**config.mk**
```make
export PLATFORM = sky130hd
export DESIGN_NAME = cpu_controller_flat
export DESIGN_NICKNAME = d
export VERILOG_FILES = /design/src/rtl/cpu_controller_if.sv /design/src/rtl/cpu_controller.sv /design/src/flat_wrapper.sv
export SDC_FILE = /design/constraint.sdc
export NUM_CORES = 1
export LEC_CHECK = 0
export CAP_MARGIN = 20
export CORE_MARGIN = 3
export CORE_UTILIZATION = 28
export CTS_BUF_LIST = sky130_fd_sc_hd__clkbuf_8
export CTS_CLUSTER_SIZE = 24
export DETAILED_ROUTE_END_ITERATION = 16
export SYNTH_ARGS = -nofsm -noshare
export SYNTH_HDL_FRONTEND = slang
export SYNTH_SLANG_ARGS = --single-unit
```
**constraint.sdc**
```tcl
create_clock -name clk -period 3.7 [get_ports clk]
set_clock_uncertainty 0.1 [all_clocks]
set_input_delay 0.37 -clock clk [delete_from_list [all_inputs] [get_ports clk]]
set_output_delay 0.37 -clock clk [all_outputs]
set_load 0.02 [all_outputs]
```
**src/rtl/cpu_controller_if.sv**
```systemverilog
// rtl/cpu_controller_if.sv - instruction/start inputs and datapath control strobes of cpu_controller
interface cpu_controller_if;
   logic        s;
   logic        load;
   logic [15:0] in;
   logic        write;
   logic        vsel;
   logic        loada;
   logic        loadb;
   logic        asel;
   logic        bsel;
   logic        loadc;
   logic        loads;
   logic [2:0]  readnum;
   logic [2:0]  writenum;
   logic [1:0]  shift;
   logic [1:0]  ALUop;
   logic [15:0] datapath_in;
   logic        w;
   logic        illegal;

   // master: the controller; slave: instruction source plus datapath
   modport master (
      input  s, load, in,
      output write, vsel, loada, loadb, asel, bsel, loadc, loads,
      output readnum, writenum, shift, ALUop, datapath_in, w, illegal
   );

   modport slave (
      output s, load, in,
      input  write, vsel, loada, loadb, asel, bsel, loadc, loads,
      input  readnum, writenum, shift, ALUop, datapath_in, w, illegal
   );
endinterface

```
**src/rtl/cpu_controller.sv**
```systemverilog
// rtl/cpu_controller.sv - instruction register, decoder and Moore control FSM for the 16-bit datapath
module cpu_controller #(
   parameter logic [15:0] IR_RESET = 16'h0000
) (
   input  logic             clk,
   input  logic             reset,
   cpu_controller_if.master bus
);

   typedef enum logic [2:0] {
      ST_WAIT,
      ST_DECODE,
      ST_WRITE_IMM,
      ST_GET_A,
      ST_GET_B,
      ST_EXEC,
      ST_WRITE_REG
   } state_t;

   state_t      state;
   state_t      state_next;
   logic [15:0] ir;

   logic [2:0] opcode;
   logic [1:0] op;
   logic [2:0] rn;
   logic [2:0] rd;
   logic [1:0] sh;
   logic [2:0] rm;

   assign opcode = ir[15:13];
   assign op     = ir[12:11];
   assign rn     = ir[10:8];
   assign rd     = ir[7:5];
   assign sh     = ir[4:3];
   assign rm     = ir[2:0];

   logic is_mov_imm;
   logic is_mov_reg;
   logic is_alu;
   logic is_mvn;
   logic is_cmp;

   assign is_mov_imm = (opcode == 3'b110) && (op == 2'b10);
   assign is_mov_reg = (opcode == 3'b110) && (op == 2'b00);
   assign is_alu     = (opcode == 3'b101);
   assign is_mvn     = is_alu && (op == 2'b11);
   assign is_cmp     = is_alu && (op == 2'b01);

   // load is honoured only while idle so a running instruction never sees its IR change
   always_ff @(posedge clk) begin
      if (reset) begin
         state <= ST_WAIT;
         ir    <= IR_RESET;
      end else begin
         state <= state_next;
         if (state == ST_WAIT && bus.load) begin
            ir <= bus.in;
         end
      end
   end

   assign bus.datapath_in = {{8{ir[7]}}, ir[7:0]};
   assign bus.shift       = (is_mov_reg || is_alu) ? sh : 2'b00;
   assign bus.ALUop       = is_alu ? op : 2'b00;
   assign bus.bsel        = 1'b0;

   logic       write;
   logic       vsel;
   logic       loada;
   logic       loadb;
   logic       asel;
   logic       loadc;
   logic       loads;
   logic       w;
   logic       illegal;
   logic [2:0] readnum;
   logic [2:0] writenum;

   always_comb begin
      state_next = state;
      write      = 1'b0;
      vsel       = 1'b0;
      loada      = 1'b0;
      loadb      = 1'b0;
      asel       = 1'b0;
      loadc      = 1'b0;
      loads      = 1'b0;
      w          = 1'b0;
      illegal    = 1'b0;
      readnum    = 3'd0;
      writenum   = 3'd0;

      case (state)
         ST_WAIT: begin
            w = 1'b1;
            if (bus.s) begin
               state_next = ST_DECODE;
            end
         end
         ST_DECODE: begin
            if (is_mov_imm) begin
               state_next = ST_WRITE_IMM;
            end else if (is_mov_reg || is_mvn) begin
               state_next = ST_GET_B;
            end else if (is_alu) begin
               state_next = ST_GET_A;
            end else begin
               illegal    = 1'b1;
               state_next = ST_WAIT;
            end
         end
         ST_WRITE_IMM: begin
            write      = 1'b1;
            vsel       = 1'b1;
            writenum   = rn;
            state_next = ST_WAIT;
         end
         ST_GET_A: begin
            readnum    = rn;
            loada      = 1'b1;
            state_next = ST_GET_B;
         end
         ST_GET_B: begin
            readnum    = rm;
            loadb      = 1'b1;
            state_next = ST_EXEC;
         end
         ST_EXEC: begin
            // single-operand forms zero the A input so the ALU passes or inverts B
            asel = is_mov_reg || is_mvn;
            if (is_cmp) begin
               loads      = 1'b1;
               state_next = ST_WAIT;
            end else begin
               loadc      = 1'b1;
               state_next = ST_WRITE_REG;
            end
         end
         ST_WRITE_REG: begin
            write      = 1'b1;
            writenum   = rd;
            state_next = ST_WAIT;
         end
         default: begin
            state_next = ST_WAIT;
         end
      endcase
   end

   assign bus.write    = write;
   assign bus.vsel     = vsel;
   assign bus.loada    = loada;
   assign bus.loadb    = loadb;
   assign bus.asel     = asel;
   assign bus.loadc    = loadc;
   assign bus.loads    = loads;
   assign bus.w        = w;
   assign bus.illegal  = illegal;
   assign bus.readnum  = readnum;
   assign bus.writenum = writenum;

endmodule

```
**src/flat_wrapper.sv**
```systemverilog
// flat-port wrapper written by rule: the top's interface ports become plain ports
module cpu_controller_flat 
#(
   parameter logic [15:0] IR_RESET = 16'h0000
)
  (clk, reset, bus_s, bus_load, bus_in, bus_write, bus_vsel, bus_loada, bus_loadb, bus_asel, bus_bsel, bus_loadc, bus_loads, bus_readnum, bus_writenum, bus_shift, bus_ALUop, bus_datapath_in, bus_w, bus_illegal);
  cpu_controller_if bus_i ();
  input  logic clk;
  input  logic reset;
  input wire logic [$bits(bus_i.s)-1:0] bus_s;
  input wire logic [$bits(bus_i.load)-1:0] bus_load;
  input wire logic [$bits(bus_i.in)-1:0] bus_in;
  output wire logic [$bits(bus_i.write)-1:0] bus_write;
  output wire logic [$bits(bus_i.vsel)-1:0] bus_vsel;
  output wire logic [$bits(bus_i.loada)-1:0] bus_loada;
  output wire logic [$bits(bus_i.loadb)-1:0] bus_loadb;
  output wire logic [$bits(bus_i.asel)-1:0] bus_asel;
  output wire logic [$bits(bus_i.bsel)-1:0] bus_bsel;
  output wire logic [$bits(bus_i.loadc)-1:0] bus_loadc;
  output wire logic [$bits(bus_i.loads)-1:0] bus_loads;
  output wire logic [$bits(bus_i.readnum)-1:0] bus_readnum;
  output wire logic [$bits(bus_i.writenum)-1:0] bus_writenum;
  output wire logic [$bits(bus_i.shift)-1:0] bus_shift;
  output wire logic [$bits(bus_i.ALUop)-1:0] bus_ALUop;
  output wire logic [$bits(bus_i.datapath_in)-1:0] bus_datapath_in;
  output wire logic [$bits(bus_i.w)-1:0] bus_w;
  output wire logic [$bits(bus_i.illegal)-1:0] bus_illegal;
  assign bus_i.s = bus_s;
  assign bus_i.load = bus_load;
  assign bus_i.in = bus_in;
  assign bus_write = bus_i.write;
  assign bus_vsel = bus_i.vsel;
  assign bus_loada = bus_i.loada;
  assign bus_loadb = bus_i.loadb;
  assign bus_asel = bus_i.asel;
  assign bus_bsel = bus_i.bsel;
  assign bus_loadc = bus_i.loadc;
  assign bus_loads = bus_i.loads;
  assign bus_readnum = bus_i.readnum;
  assign bus_writenum = bus_i.writenum;
  assign bus_shift = bus_i.shift;
  assign bus_ALUop = bus_i.ALUop;
  assign bus_datapath_in = bus_i.datapath_in;
  assign bus_w = bus_i.w;
  assign bus_illegal = bus_i.illegal;
  cpu_controller #(.IR_RESET(IR_RESET)) u_core (.clk(clk), .reset(reset), .bus(bus_i));
endmodule
```
# Word level (Yosys, flattened, before mapping)
# Index checks and enable logic that the tools add are counted.
[classes]
n_eq_ne = 12
n_mux = 24
reduce_logical = 10
[op_table]
columns = ["op", "count"]
rows = [
  ["3-bit == test (second input constant)", 5],
  ["3-bit case mux with 5 select lines", 1],
  ["1-bit 2-to-1 mux", 14],
  ["3-bit 2-to-1 mux", 4],
  ["3-bit case mux with 2 select lines", 2],
  ["3-bit by 2-bit == test with 1-bit output (second input constant)", 2],
  ["2-bit 2-to-1 mux", 3],
  ["1-bit logical AND", 5],
  ["2-bit == test (second input constant)", 2],
  ["3-bit by 1-bit == test with 1-bit output (second input constant)", 1],
  ["3-bit zero test", 1],
  ["2-bit by 1-bit == test with 1-bit output (second input constant)", 1],
  ["2-bit zero test", 1],
  ["1-bit logical OR", 2],
  ["2-bit inequality test (second input constant)", 1],
  ["2-bit OR reduction", 1],
]
[word_totals]
reg_bits = 19
input_bits = 20
output_inout_bits = 36
elab_cells = 48

# Depth between registers and ports, before layout
[logic_depth]
depth_word = 6
mapped_depth = 6
mapped_depth_nobuf = 3

# Least setup slack after synthesis
# OpenSTA, ideal clock, no wires.
[synth_timing]
path_type = "register to output"
startpoint = "register u_core.state[1]"
endpoint = "output bus_readnum[0]"
arrival_ns = 1.570
t_required_ns = 3.230
path_slack_ns = 1.660
path_stages_with_launch = 4
n_path_buf = 1
cell_sequence = "dfxtp_1 > clkbuf_1 > nor3b_1 > a22o_1"
[synth_via]
elab_chain_cells = 2
word_cells_on_any_way = 3
cone_classes = "eq/ne: 2; mux: 1"
[synth_rtl]
columns = ["item", "line", "text"]
rows = [
  ["from (decl)", "cpu_controller.sv:20", "state_t state;"],
  ["from (signal assigned)", "cpu_controller.sv:56", "state <= state_next;"],
  ["3-bit == test or 3-bit by 2-bit == test with 1-bit output (tied branches)", "cpu_controller.sv:94", "case (state)"],
  ["3-bit case mux with 2 select lines *", "cpu_controller.sv:94", ""],
  ["to (decl)", "flat_wrapper.sv:21", "output wire logic [$bits(bus_i.readnum)-1:0] bus_readnum;"],
]
# Every way passes the cells marked *; elsewhere a longest branch is shown, timed or not.

# Worst setup path after layout
[layout_timing]
startpoint = "register u_core.state[2]"
endpoint = "output bus_readnum[2]"
# The elaborated chain is that of the path after synthesis.

==> results.md <==
- Status: complete, no violations
- Cell row count: 22
- Cell Area, Synth: approximately 1100 um^2
- Setup Viol. Count Final: 0
- Final hold violations: 0
- Area occupied by multi-input gates: 553 um^2
- Vias after detailed routing: between 1000 and 1500
- Type of the worst min-delay path: reg -> reg
- Sequential cell area: 380 um^2
- Number of CTS-inserted buffers: 3
- Peak supply drop: around 150 uV
- Port Buffers: 54
- Fmax: 366 MHz
- Power density cells: 296 nW/um^2
- Worst setup SP type: flop
- DRT antenna net count: 0
- Max_cap viols: 0
- Cell taking the most area after synthesis: dfxtp_1
- Fillers: 390
- CP Capture Type: output port
- Syn nets: 167
- Worst-Margin Slew: 0.789 ns
- # diodes: 0
- Vias per std cell: 4.54
- Root Driver: clkbuf_8
- Non-Filler Instances: 228
- Final #Nets: 201
- Arrival time at the worst endpoint: 2.26 ns
- CP Data Required Time: 3.23 ns
- Synth Area per Inst: 7.72 um^2
- Seq/Total Area, Yosys: 33.5%
- Initial Util: a little under a third
- Pleak: 0.571 nW
- WS Path Type: reg -> out
- RD Place Congestion: 0.733
- IO Count: 56
- Die Footprint: 4850 um^2
- Residual DRC: 0
- Share of the synthesized area in the top cell type: 33.5%
- Slew Limit Headroom: between 40 and 50%
- Synth warn: 0
- Unrepaired setup endpoints after global routing: false
- Die Ht: 69.7 um
- Area contributors post-synth: dfxtp_1 (34%), nand2_1 (12%), buf_4 (11%)
- Slew Viols, Final: 0
- Core area: 3770 um^2
- First-pass GRT wire length: about 4700 um
- Worst-Skew Late Latency: 0.25 ns
- Post-Syn Instances: 147
- Sink Count: 19
- Clock slew at reported path FFs: 0.07 ns
- Initial antenna violation count: 0
- Die W: 69.7 um
- Clk buf depth: 2
- Layout cells sized above 1: ~2.8%
- CTS resizes: 0
- Setup total negative slack: 0 ns
- Post-layout min period: 2.73 ns
- Flops & latches, synth: 19
- Htree depth: 1
- Post-synthesis cell type count: 34
- Total wire length after detailed routing: 2850 um
- Initial DRC Count: 11
- Routed length per instance: 12.5 um
- Largest net degree at the start of global routing: 18
- Layout area overhead: 40.5%
- CTS Hold Bufs: 0
- Vias in the first global route: 1048
- Final HPWL DP: between 2000 and 2500 um
- Tot GR Track Use: 11.9%
- Final period util: 73.9%
- Total grt overflow: 0
- Number of setup buffers added after CTS: 0
- TritonRoute pass-1 iters: 4
- Cells after DPL: 224
- CTS tree: done
- CP max FO: 16
[area by class of cell]
cell class | count | area share [%]
flip-flops and latches | 19 | 23.9
repair buffers | 54 | 33.9
multi-input cells | 99 | 34.7
clock buffers | 3 | 2.59
inverters | 4 | 0.942
well taps | 48 | 3.77
clock inverters | 1 | 0.235
[worst paths after layout]
path                            slack, ns  cells past startpoint        endpoint            start
worst min register to register       0.37                      2    u_core.ir[3]     u_core.ir[3]
worst max-delay path                 0.97                      3  bus_readnum[2]  u_core.state[2]
worst max register to register       1.83                      3    u_core.ir[0]  u_core.state[2]
worst min-delay path                 0.37                      2    u_core.ir[3]     u_core.ir[3]
[cells in the final DEF, fill, tap and decap left out]
master,count
nor3b_1,2
o21ba_2,1
and3b_1,2
clkdlybuf4s50_1,54
or4b_1,1
nor2_1,8
and2_1,1
nor2b_1,3
a211oi_1,1
nor3_1,3
nand3b_1,2
and3_1,2
or3b_1,1
a32o_1,1
o21bai_1,2
dfxtp_1,19
mux2i_1,3
nor4b_4,1
a21oi_1,17
a2111oi_1,1
conb_1,1
o21ai_0,4
o2111ai_1,1
nand2_1,35
a22o_1,2
and4b_1,1
inv_1,5
nand2b_1,2
clkbuf_8,3
nor4b_1,1
[layer usage]
metal	wire length (um)	track usage, %
met1	1300	14.2
met2	1380	20.1
met3	135	2.46
met4	27	5.53
met5	0	0
[cell usage after synthesis]
library cell  instances
and3_1                2
nand3b_1              2
a22o_1                2
a32o_1                1
a2111oi_1             1
nor4b_4               1
o21ai_0               4
buf_1                 1
a211oi_1              1
buf_8                 1
nor2_1                8
buf_4                17
nor2b_1               3
nor4b_1               1
o21bai_1              2
inv_1                 4
clkbuf_1              2
dfxtp_1              19
buf_2                 2
nor3_1                3
a21oi_1              17
nor3b_1               2
and2_1                1
o2111ai_1             1
and3b_1               2
and4b_1               1
mux2i_1               3
or4b_1                1
or3b_1                1
buf_6                 2
nand2b_1              2
nand2_1              35
o21ba_2               1
conb_1                1
[report_power, final]
| part | total (mW) | internal [mW] | switching (mW) |
|---|---|---|---|
| sequential | 0.232 | 0.217 | 0.0150 |
| clock | 0.138 | 0.0736 | 0.0643 |
| combinational | 0.103 | 0.0540 | 0.0488 |
[registers in the layout, summed over array words and instances, names as in the netlist]
name          cells
u_core.state      3
u_core.ir        16
[kinds of logic (layout without fill, tap and decap cells)]
group	count (synthesis)	after routing	synth area share, %
DFF	19	19	33.5
buffers and inverters	29	62	17.7
and+or+nand+nor	65	65	29.5
muxes	3	3	2.65
AOI/OAI and AO/OA	30	30	16.2
other	1	1	0.330
[stage by stage]
step	power, mW	hold WS (ns)	setup slack [ns]	util, %	cell area (um^2)
global placement	0.340	0.361	1.31	41.1	1550
finish	0.472	0.372	0.967	42.3	1590
global route	0.501	0.395	0.806	42.3	1590
floorplan	0.307	0.349	1.66	-	1130
CTS	0.483	0.376	0.949	42.3	1590
detailed placement	0.340	0.363	1.24	41.1	1550
[critical path, cell delays in order (launching register included)]
cell and delay [ns]:
dfxtp_1 0.70, nor3b_1 0.49, a32o_1 0.21, clkdlybuf4s50_1 0.61
(Power assumes the default switching activity.)
==> RTL change 1, RTL diff (config.mk and constraints unchanged) <==
The 7 states of `state_t` get a one-hot encoding in 7 bits.
--- a/src/rtl/cpu_controller.sv
+++ b/src/rtl/cpu_controller.sv
@@ -7,14 +7,14 @@
    cpu_controller_if.master bus
 );
 
-   typedef enum logic [2:0] {
-      ST_WAIT,
-      ST_DECODE,
-      ST_WRITE_IMM,
-      ST_GET_A,
-      ST_GET_B,
-      ST_EXEC,
-      ST_WRITE_REG
+   typedef enum logic [6:0] {
+      ST_WAIT      = 7'b0000001,
+      ST_DECODE    = 7'b0000010,
+      ST_WRITE_IMM = 7'b0000100,
+      ST_GET_A     = 7'b0001000,
+      ST_GET_B     = 7'b0010000,
+      ST_EXEC      = 7'b0100000,
+      ST_WRITE_REG = 7'b1000000
    } state_t;
 
    state_t      state;
Check against the original RTL: same outputs for any inputs over 10 cycles, from zero or initial values and one cycle with reset high; not proved beyond that.
==> RTL change 1 against the unedited design <==
  * Clock power up 12%
  * Die area up 9.5%
  * Largest cell class unchanged
  * Worst setup slack better by 140 ps
  * Cell area up 9.7%
  * Combinational power up 47%
  * Total power up 25%
  * Area after synthesis up 10%
  * Largest power group unchanged
  * Global-route usage up 1.1 points
  * Sequential cell count up 4
  * Routed wire length up 15%
  * Highest routed layer unchanged
==> RTL change 1: results (changes against the unedited design) <==
Outcome
  – Status: complete, no violations

Critical path
  – Worst EP arrival: 2130 ps (-130 ps)
  – Critical path fanouts, max: 6 (-10)
  – Flop-to-flop setup slack: 2020 ps (+190 ps)
  – R2R depth: 4 (+1)
  – R2R Path End: u_core.ir[4]
  – RR Startpoint: u_core.state[6]

Logic synthesis
  – Most instantiated cells after synthesis: nor2_1, dfxtp_1, buf_4, mux2i_1
  – Count of different cell masters after synthesis: 36 (+5.9%)
  – Ranking of synthesized cells by area: dfxtp_1, mux2i_1, buf_4, nor2_1, nor2b_1
  – Post-Synthesis Net Count: 161 (-3.6%)
  – Register area share after synthesis: 0.367 (+0.0321)
  – Mapped Avg Cell Area: 8.89 sq um (+15%)

Layout
  – Biggest regs: u_core.ir x16, u_core.state x7
  – Layout cells sized above 1: 0.0395 (+0.0118)
  – FILL cells: 407 (+4.4%)
  – Post-layout nets: 198 (-1.5%)

Detailed routing
  – Drt total wl: 3.28 mm (+15%)
  – Vias/cell: 4.79 (+5.6%)
  – Detailed router's first-iteration violation count: 76 (+65)
  – DR WL/cell: 14.5 um (+16%)

Clocking
  – Hold-fix buffers, CTS: 0 (unchanged)
  – Post-CTS setup buffer count: 0 (unchanged)
  – Worst skew pair latency: 260 ps
  – Worst-path clk slew: 80 ps
  – Post-cts gate resize count: 0 (unchanged)

Place
  – Post-DP HPWL: 2.61 mm (+20%)
  – Placed Cells: 223 (-0.45%)
  – GP Congestion: 0.785 (+7.1%)
  – Post-place instance area: 1700 sq um (+9.9%)
  – Pre-CTS setup slack: 1400 ps (+155 ps)

GRT
  – Initial antenna violation count: 0 (unchanged)
  – Total GRT Usage: 0.130 (+0.0111)
  – Largest net degree at the start of global routing: 21 (+3)
  – First-pass GRT wire length: 5.34 mm (+14%)
  – Number of global-route vias before repair: 1031 (-1.6%)

Pwr
  – P_leak: 0.700 nW (+23%)
  – Switching part of the total: 0.295 (+0.0238)
  – Part of the power in combinational logic: 0.254 (+0.036)
  – Pint: 0.418 mW (+21%)
  – Flop pwr share: 0.486 (-0.004)
  – Worst IR Drop VDD: 0.146 mV (-2.1%)

Timing
  – Hold slack: 425 ps (+52.3 ps)
  – Max-Slew Margin vs Limit: 0.498 (+0.0265)

Hold path
  – Worst Hold End: u_core.state[3]
  – Worst hold start: u_core.ir[15]
==> RTL change 1: cell count changes after synthesis, moves of 3 or more <==
cell,before,now
a21oi_1,17,1
a22oi_1,0,3
o21ai_0,4,1
nor2_1,8,28
dfxtp_1,19,23
mux2i_1,3,16
nand2_1,35,2
==> RTL change 1: cell families after synthesis <==
| group | count (synthesis) | share of synthesized area |
|---|---|---|
| AO/OA/AOI/OAI | 14 | 0.0828 |
| XOR/XNOR | 1 | 0.00699 |
| buffers and inverters | 28 | 0.141 |
| flip-flops | 23 | 0.367 |
| multiplexers | 16 | 0.128 |
| other | 1 | 0.00299 |
| AND/OR/NAND/NOR | 58 | 0.271 |
==> RTL change 1: cell type report <==
type                    count  area, sq um  area share
flip-flops and latches     23          460       0.263
well taps                  50         62.6      0.0358
clock inverters             1         3.75     0.00215
multi-input cells          90          617       0.353
inverters                   6         22.5      0.0129
repair buffers             54          541       0.309
clock buffers               3         41.3      0.0236
==> RTL change 1: layer usage <==
metal  vias to the layer above  GRT usage  share of wire
met4                         0     0.0492          0.017
met1                       512      0.171           0.43
li1                        540          -              -
met3                         4     0.0193          0.035
met5                         -          0              0
met2                        31      0.212           0.52
==> RTL change 1: worst max path at each step <==
stage | from | endpoint | slack [ps] | cells past startpoint
2_1_floorplan | u_core.state[6] | bus_readnum[0] | 1790 | 4
4_1_cts | u_core.state[6] | bus_readnum[1] | 1100 | 4
3_5_place_dp | u_core.state[6] | bus_readnum[1] | 1400 | 4
6_report | u_core.state[6] | bus_readnum[1] | 1100 | 4
3_3_place_gp | u_core.state[1] | bus_loads | 1430 | 4
5_1_grt | u_core.state[1] | bus_vsel | 920 | 4
==> RTL change 1: critical path, stage by stage, from the launching register on <==
cell and delay [ps]:
dfxtp_1 380, nor3_4 340, and4b_1 360, a22o_1 190, clkdlybuf4s50_1 600
==> RTL change 2, RTL diff (same settings) <==
Made on the original files. Make the reset (`reset`) asynchronous in one clocked block.
--- a/src/rtl/cpu_controller.sv
+++ b/src/rtl/cpu_controller.sv
@@ -48,7 +48,7 @@
    assign is_cmp     = is_alu && (op == 2'b01);
 
    // load is honoured only while idle so a running instruction never sees its IR change
-   always_ff @(posedge clk) begin
+   always_ff @(posedge clk or posedge reset) begin
       if (reset) begin
          state <= ST_WAIT;
          ir    <= IR_RESET;
Function: differs if reset is asserted again (counterexample within 4 cycles, from zero or initial values and one cycle with reset high); with reset held inactive, the same outputs for 10 cycles.
==> RTL change 2 against the unedited design <==
  * Routed wire length fell by 5.7%
  * Hold slack improved by 78 ps
  * Worst setup slack better by 8.0 ps
  * Area after synthesis up 6.8%
  * Global-route usage down 1.1 points
  * Highest routed layer unchanged
  * Fmax is 0.29% higher
  * Cell area rose by 5.6%
  * Sequential cell count stayed put
Power is left out: it rests on default switching activity, and per cell area and clock period it moved more than threefold.
==> RTL change 2: results (changes against the unedited design) <==
Outcome
  – Status: complete, no violations

Layout
  – FILL cells: 393 (+0.77%)
  – Layout cells sized above 1: 0.169 (+0.141)
  – Post-layout nets: 169 (-16%)

Detailed routing
  – Vias/cell: 4.69 (+3.3%)
  – Vias post-DR: 928 (-10%)
  – Drt total wl: 2.69 mm (-5.7%)
  – Detailed router's first-iteration violation count: 49 (+38)

Logic synthesis
  – Cells after synthesis: 112 (-24%)
  – Post-Synthesis Net Count: 132 (-21%)
  – Count of different cell masters after synthesis: 32 (-5.9%)
  – Ranking of synthesized cells by area: dfrtp_1, buf_4, mux2_4, mux2_2, o21ai_0
  – EDFF count, synth: 0 (unchanged)
  – Post-synth ARST share: 1.00 (+1.00)
  – Register area share after synthesis: 0.392 (+0.0570)
  – Most instantiated cells after synthesis: dfrtp_1, buf_4, nor2_1, mux2_4

Place
  – Post-place instance area: 1640 sq um (+5.7%)
  – Placed Cells: 194 (-13%)
  – Post-DP HPWL: 2.13 mm (-2.5%)
  – GP Congestion: 0.747 (+1.9%)

Critical path
  – Crit-path slowest cell: dfrtp_1
  – Critical path fanouts, max: 15 (-1)
  – Largest stage delay, worst path: 680 ps (-20 ps)
  – Flop-to-flop setup slack: 1480 ps (-350 ps)
  – R2R depth: 3 (unchanged)
  – R2R Path End: u_core.ir[11]
  – CP delay by family, top: flip-flops
  – RR Startpoint: u_core.state[2]

Clocking
  – Worst-path clk slew: 70 ps (about the same)

GRT
  – First-pass GRT wire length: 4.49 mm (-4.5%)
  – Largest net degree at the start of global routing: 20 (+2)
  – Total GRT Usage: 0.108 (-0.0108)

Hold path
  – Worst hold path class: input pin to async pin

Timing
  – Max-Slew Margin vs Limit: 0.449 (-0.0234)
  – Hold slack: 450 ps (+77.6 ps)
-- RTL change 2: cell types whose count changed after synthesis, sizes merged, moves of 3 or more --
cell / before / now
nand2: 35 / 3
dfrtp: 0 / 19
dfxtp: 19 / 0
a21oi: 17 / 1
mux2: 0 / 15
buf: 23 / 20
o21ai: 4 / 7
-- RTL change 2: worst max path at each step --
stage | startpoint | to | slack [ps] | cells after the start
floorplan | u_core.state[1] | bus_readnum[0] | 1670 | 3
global placement | u_core.state[2] | bus_readnum[1] | 1350 | 3
detailed placement | u_core.state[2] | bus_readnum[2] | 1230 | 3
CTS | u_core.state[2] | bus_readnum[2] | 980 | 3
global route | u_core.state[2] | bus_readnum[2] | 870 | 3
finish | u_core.state[2] | bus_readnum[2] | 980 | 3
-- RTL change 2: worst reg2reg max path, delay by kind of cell (launching register included) --
family,cells,cell delay (ps)
AND/OR/NAND/NOR,2,1010
multiplexers,1,420
flip-flops,1,580
-- RTL change 2: stage by stage --
stage	worst slack (ps)	utilization
2_1_floorplan	1670	-
3_3_place_gp	1350	0.400
3_5_place_dp	1230	0.400
4_1_cts	978	0.412
5_1_grt	875	0.412
6_report	975	0.412
-- RTL change 2: cells by family after synthesis --
kind of cell,count (synthesis),synth area share
buf+inv,27,0.163
flops,19,0.392
compound gates,15,0.0867
other cells,1,0.00309
mux,18,0.189
simple gates,32,0.166
-- RTL change 2: layout make-up --
cell class              count  area share
clock buffers               3      0.0245
clock inverters             1     0.00297
inverters                   5      0.0112
multi-input cells          66       0.320
flip-flops and latches     19       0.283
well taps                  50      0.0372
repair buffers             54       0.321
-- RTL change 2: per-layer routing --
metal / track usage / routed length, um
met4: 0.0271 / 24
met5: 0 / 0
met3: 0.0281 / 149
met1: 0.140 / 1220
met2: 0.178 / 1290
